$ cat src/rtl/sap_exec_core.sv
// Execution core of the SAP-style computer: program counter, add/subtract ALU
// with latched flags, and the microstep-driven control unit for the bus strobes.
module sap_exec_core (
  input  logic       clk,
  input  logic       clr,
  input  logic [3:0] opcode,
  input  logic [3:0] ir_addr,
  input  logic [7:0] a_val,
  input  logic [7:0] b_val,
  output logic [3:0] pc_bus,
  output logic [3:0] pc_val,
  output logic [7:0] alu_bus,
  output logic       cf,
  output logic       zf,
  output logic [2:0] step,
  output logic       hlt,
  output logic       marwa,
  output logic       ramwa,
  output logic       ramoa,
  output logic       inregoa,
  output logic       inregwa,
  output logic       awa,
  output logic       aoa,
  output logic       sumout,
  output logic       sub,
  output logic       bwa,
  output logic       outregwa,
  output logic       pcinc,
  output logic       pcoe,
  output logic       pcjmp,
  output logic       flagsin
);

  typedef enum logic [2:0] {T0 = 3'd0, T1 = 3'd1, T2 = 3'd2, T3 = 3'd3, T4 = 3'd4} step_t;

  step_t      step_q;
  step_t      step_next;
  logic [3:0] pc;
  logic [8:0] sum9;
  logic [7:0] b_op;

  // Subtraction is two's complement: invert B and feed sub in as carry-in.
  assign b_op    = sub ? ~b_val : b_val;
  assign sum9    = {1'b0, a_val} + {1'b0, b_op} + {8'd0, sub};
  assign alu_bus = sumout ? sum9[7:0] : 8'h00;
  assign pc_val  = pc;
  assign pc_bus  = pcoe ? pc : 4'h0;
  assign step    = step_q;

  // Microstep advances on the falling edge so strobes settle before the rising edge.
  always_ff @(negedge clk or negedge clr) begin
    if (!clr)
      step_q <= T0;
    else
      step_q <= step_next;
  end

  always_ff @(posedge clk or negedge clr) begin
    if (!clr) begin
      pc <= 4'h0;
    end else if (!hlt) begin
      if (pcjmp)
        pc <= ir_addr;
      else if (pcinc)
        pc <= pc + 4'h1;
    end
  end

  always_ff @(posedge clk or negedge clr) begin
    if (!clr) begin
      cf <= 1'b0;
      zf <= 1'b0;
    end else if (flagsin && !hlt) begin
      cf <= sum9[8];
      zf <= (sum9[7:0] == 8'h00);
    end
  end

  always_comb begin
    step_next = T0;
    hlt       = 1'b0;
    marwa     = 1'b0;
    ramwa     = 1'b0;
    ramoa     = 1'b0;
    inregoa   = 1'b0;
    inregwa   = 1'b0;
    awa       = 1'b0;
    aoa       = 1'b0;
    sumout    = 1'b0;
    sub       = 1'b0;
    bwa       = 1'b0;
    outregwa  = 1'b0;
    pcinc     = 1'b0;
    pcoe      = 1'b0;
    pcjmp     = 1'b0;
    flagsin   = 1'b0;

    case (step_q)
      T0: begin
        step_next = T1;
        pcoe      = 1'b1;
        marwa     = 1'b1;
      end
      T1: begin
        step_next = T2;
        ramoa     = 1'b1;
        inregwa   = 1'b1;
        pcinc     = 1'b1;
      end
      T2, T3, T4: begin
        step_next = (step_q == T4) ? T0 : ((step_q == T2) ? T3 : T4);
        case (opcode)
          4'h1: begin
            inregoa = (step_q == T2);
            marwa   = (step_q == T2);
            ramoa   = (step_q == T3);
            awa     = (step_q == T3);
          end
          4'h2, 4'h3: begin
            inregoa = (step_q == T2);
            marwa   = (step_q == T2);
            ramoa   = (step_q == T3);
            bwa     = (step_q == T3);
            sumout  = (step_q == T4);
            awa     = (step_q == T4);
            flagsin = (step_q == T4);
            sub     = (step_q == T4) && (opcode == 4'h3);
          end
          4'h4: begin
            inregoa = (step_q == T2);
            marwa   = (step_q == T2);
            aoa     = (step_q == T3);
            ramwa   = (step_q == T3);
          end
          4'h5: begin
            inregoa = (step_q == T2);
            awa     = (step_q == T2);
          end
          4'h6: begin
            inregoa = (step_q == T2);
            pcjmp   = (step_q == T2);
          end
          4'h7: begin
            inregoa = (step_q == T2);
            pcjmp   = (step_q == T2) && cf;
          end
          4'h8: begin
            inregoa = (step_q == T2);
            pcjmp   = (step_q == T2) && zf;
          end
          4'hE: begin
            aoa      = (step_q == T2);
            outregwa = (step_q == T2);
          end
          4'hF: hlt = (step_q == T2);
          default: ;
        endcase
        // Halt holds the counter in T2 so hlt stays asserted until clr.
        if (hlt)
          step_next = step_q;
      end
      default: step_next = T0;
    endcase
  end

endmodule

$ cat config.mk
export PLATFORM = sky130hd
export DESIGN_NAME = sap_exec_core
export DESIGN_NICKNAME = d
export VERILOG_FILES = /design/src/rtl/sap_exec_core.sv
export SDC_FILE = /design/constraint.sdc
export NUM_CORES = 1
export LEC_CHECK = 0
export CAP_MARGIN = 30
export CORE_ASPECT_RATIO = 1.2
export CORE_MARGIN = 2
export CORE_UTILIZATION = 63
export CTS_CLUSTER_DIAMETER = 40
export DETAILED_ROUTE_END_ITERATION = 12
export DONT_BUFFER_PORTS = 1
export PLACE_DENSITY = 0.8
export REMOVE_ABC_BUFFERS = 1
export SLEW_MARGIN = 20
export SYNTH_ARGS = -nofsm -noshare
export SYNTH_HDL_FRONTEND = slang
export SYNTH_SLANG_ARGS = --single-unit
$ cat constraint.sdc
create_clock -name clk -period 5.6 [get_ports clk]
set_input_delay 1.12 -clock clk [delete_from_list [all_inputs] [get_ports clk]]
set_output_delay 1.12 -clock clk [all_outputs]
set_load 0.01 [all_outputs]
==> impl_results.md <==
- Starting Density: 66.3%
- Max Root-Sink Buffers: 2
- Nets: 222
- Die span in y: 52.1 µm
- Remaining antenna violation count: 0
- Clock Skew: 0.00966 ns
- CP required: 4.48 ns
- Vias in the first global route: 1376
- Via Count: 1435
- Overflow after GRT: 0
- Mapped Cells: 146
- Initial DRC Count: 94
- First-pass iteration count of the detailed router: 4
- Fill cells: 60
- XOR/XNOR Fraction of Synth Area: 13.7%
- Placer congestion estimate: 0.856
- Worst slew pin tran: 0.460 ns
- Setup ws final: -1.50 ns
- Slew Viols, Final: 0
- Total Wirelength: 4.87 mm
- Pwr dens: 339 nW/µm²
- Post-synthesis compound-gate area fraction: 17.8%
- Yosys reg bits: 9
- Clock buffer count from CTS: 3
- Clk_lat worst skew: 0.28 ns
- CTS tree: built
- Post-synth EDFFs: 0
- Adder-cell share of the synthesized area: 9.91%
- CTS Sinks: 9
- Top FF cell, synth: dfrtp_1
- Max rail drop VDD: 0.000178 V
- Slowest stage delay, CP: 0.38 ns
- Finish-stage setup viols: 12
- Worst Setup Start Kind: register
- Final Hold Violating Endpoints: 0
- Kind of critical path: register to output port
- Largest net degree at the start of global routing: 14
- Slowest cell on crit path: or3_4
- Initial antenna violation count: 0
- Avg Inst Size Synth: 8.30 µm²
- Status: complete, but fails checks
- Top Ports: 63
- Largest family of logic cells by synthesized area: simple AND/OR/NAND/NOR gates
- Critical Path AT: 5.98 ns
- Synth warn: 0
- Row count: 17
- Avg WL per Cell: 23.7 µm
- Simple-gate area share of the yosys netlist: 28.9%
- Clk slew on worst S/H paths: 0.07 ns
- Fraction of registers with async set/reset: 100%
- First-pass GRT wire length: 5.69 mm
- Max Cap Violations: 0
- Residual DRC: 0
- Failing checks: setup timing
- Worst slack, placed: -1.09 ns
- Core Area: 1830 µm²
- Crit Path Max Fanout: 4
- P_leak: 0.780 nW
- Setup_tns: -9.76 ns
- N_diodes: 0
- RSZ-0062 raised after global routing: yes
- Horiz. Die Dim: 44.0 µm
- Multiplexer share of the synthesized area: 5.47%
- Port buffer count: 0
- Slew margin rel.: 69.2%
- Root Driver: clkbuf_4
- H-tree depth: 1
- Vias per inst: 7.00
- Hold WC Path Type: input port to asynchronous set/reset pin
- CP cell instances: nand4bb_4 -> or3_4 -> inv_4 -> nand2_4 -> xnor2_1 -> ha_1 -> a211oi_2 -> o21bai_2 -> a31o_1 -> a31oi_2 -> mux2i_1 -> buf_4
- Worst hold slack: 0.527 ns
- Dpl hpwl: 2.55 mm
- Post-synthesis cell area: 1210 µm²
- Post-CTS Hold Buffers: 0
- Core Util, Final: 92.6%
- Distinct cells, synth: 49
- Die area: 2290 µm²
- Critical Path End Type: output port
- Seq/Total Area, Yosys: 18.6%
- Share of cells above drive strength 1: 43.5%
- Area Overhead vs Synth: 39.7%
- GRT Total Usage: 32.8%
## critical path: cells and delay by family (launching register included)
family | cells | cell delay, ns
buffers and inverters | 2 | 0.23
and+or+nand+nor | 3 | 0.70
muxes | 1 | 0.21
AOI/OAI and AO/OA | 4 | 0.86
adders and majority gates | 1 | 0.31
DFF | 1 | 0.35
xor gates and xnor gates | 1 | 0.23
## final timing paths
kind | startpoint | endpoint | slack [ns] | depth (start not counted)
worst max-delay path | step[1]$_DFFE_NN0N_ | alu_bus[7] | -1.50 | 12
worst min-delay path | clr | pc_val[0]$_DFFE_PN0P_ | 0.53 | 0
worst max register to register | step[1]$_DFFE_NN0N_ | zf$_DFFE_PN0P_ | -0.67 | 16
worst min register to register | step[2]$_DFFE_NN0N_ | step[1]$_DFFE_NN0N_ | 0.62 | 2
max in group asynchronous | clr | step[0]$_DFFE_NN0N_ | 2.29 | 0
min in group clk | step[2]$_DFFE_NN0N_ | step[1]$_DFFE_NN0N_ | 0.62 | 2
## per-stage QoR
stage               cell area, µm²  power [mW]  instances
global placement              1430       0.430        191
floorplan                     1160       0.344        139
finish                        1690       0.574        205
detailed placement            1430       0.447        191
global route                  1690       0.599        205
CTS                           1590       0.522        199
## report_power, final
group / internal (mW) / leakage (nW) / total (mW) / switching, mW
sequential: 0.0966 / 0.111 / 0.138 / 0.0410
combinational: 0.184 / 0.654 / 0.381 / 0.197
clock: 0.0277 / 0.0150 / 0.0549 / 0.0272
total: 0.308 / 0.780 / 0.574 / 0.266
## state kept, by name, summed over array words and instances, names as in the netlist
register	count
cf	1
pc_val	4
step	3
zf	1
## what timing repair did
| item | in CTS | in global routing |
|---|---|---|
| endpoints found under the hold margin | 0 | 0 |
| pin swaps | 11 | 12 |
| buffers inserted | 4 | 6 |
| resized for setup | 23 | 17 |
| setup endpoints to repair | 12 | 12 |
## cell usage after synthesis (all sizes together), types with 2 or more instances
cell	n	area share, %
a211oi	3	1.9
a21o	3	1.9
a21oi	5	2.1
and2	8	4.1
and3	4	2.1
buf	6	3.8
dfrtn	3	6.2
dfrtp	6	12
ha	8	8.3
inv	5	1.5
mux2	5	4.6
nand2	7	2.4
nand3	2	0.83
nand4	2	1.0
nor2	18	5.6
nor3	5	2.1
nor3b	2	1.7
o211ai	3	1.9
o21ai	8	4.2
o21bai	2	1.2
or3	4	2.1
xnor2	14	10
xor2	5	3.6
## placed cells by master, fill, tap and decap left out, types with 2 or more instances in the layout
master,Yosys,final
xnor2_1,14,12
nand4_1,2,2
or3_1,4,3
o21ai_2,0,3
inv_4,0,2
dfrtp_1,6,6
o211ai_1,3,3
nand3_1,2,2
dfrtn_1,3,3
mux2_2,5,5
a21oi_1,5,4
ha_1,8,8
a21o_1,3,3
xor2_1,5,4
o21ai_0,6,3
nor3_1,5,5
nand2_1,6,6
nor2_1,18,12
buf_6,2,8
and2_1,8,7
and3_1,4,3
buf_4,2,35
inv_1,4,3
nor2_2,0,5
clkbuf_4,0,3
## layer usage
layer,vias up,part of all wire (%),routed length (µm),global-route usage [%]
li1,597,-,-,-
met5,-,0,0,0
met2,126,50,2430,64.5
met1,672,34,1660,32.0
met4,0,7.0,340,18.7
met3,40,9.0,440,2.78
## area by class of cell
cell class | count | area [µm²] | area share, %
multi-input cells | 125 | 1040 | 61.5
repair buffers | 43 | 353 | 20.8
flip-flops and latches | 9 | 225 | 13.3
clock buffers | 4 | 26.3 | 1.55
inverters | 5 | 23.8 | 1.40
well taps | 19 | 23.8 | 1.40
## logic make-up after synthesis
family                     count (synthesis)
and+or+nand+nor                           60
DFF                                        9
xor gates and xnor gates                  19
buffers and inverters                     12
adders and majority gates                  9
muxes                                      6
AOI/OAI and AO/OA                         31
Note: power is estimated with default switching activity, not from simulation.
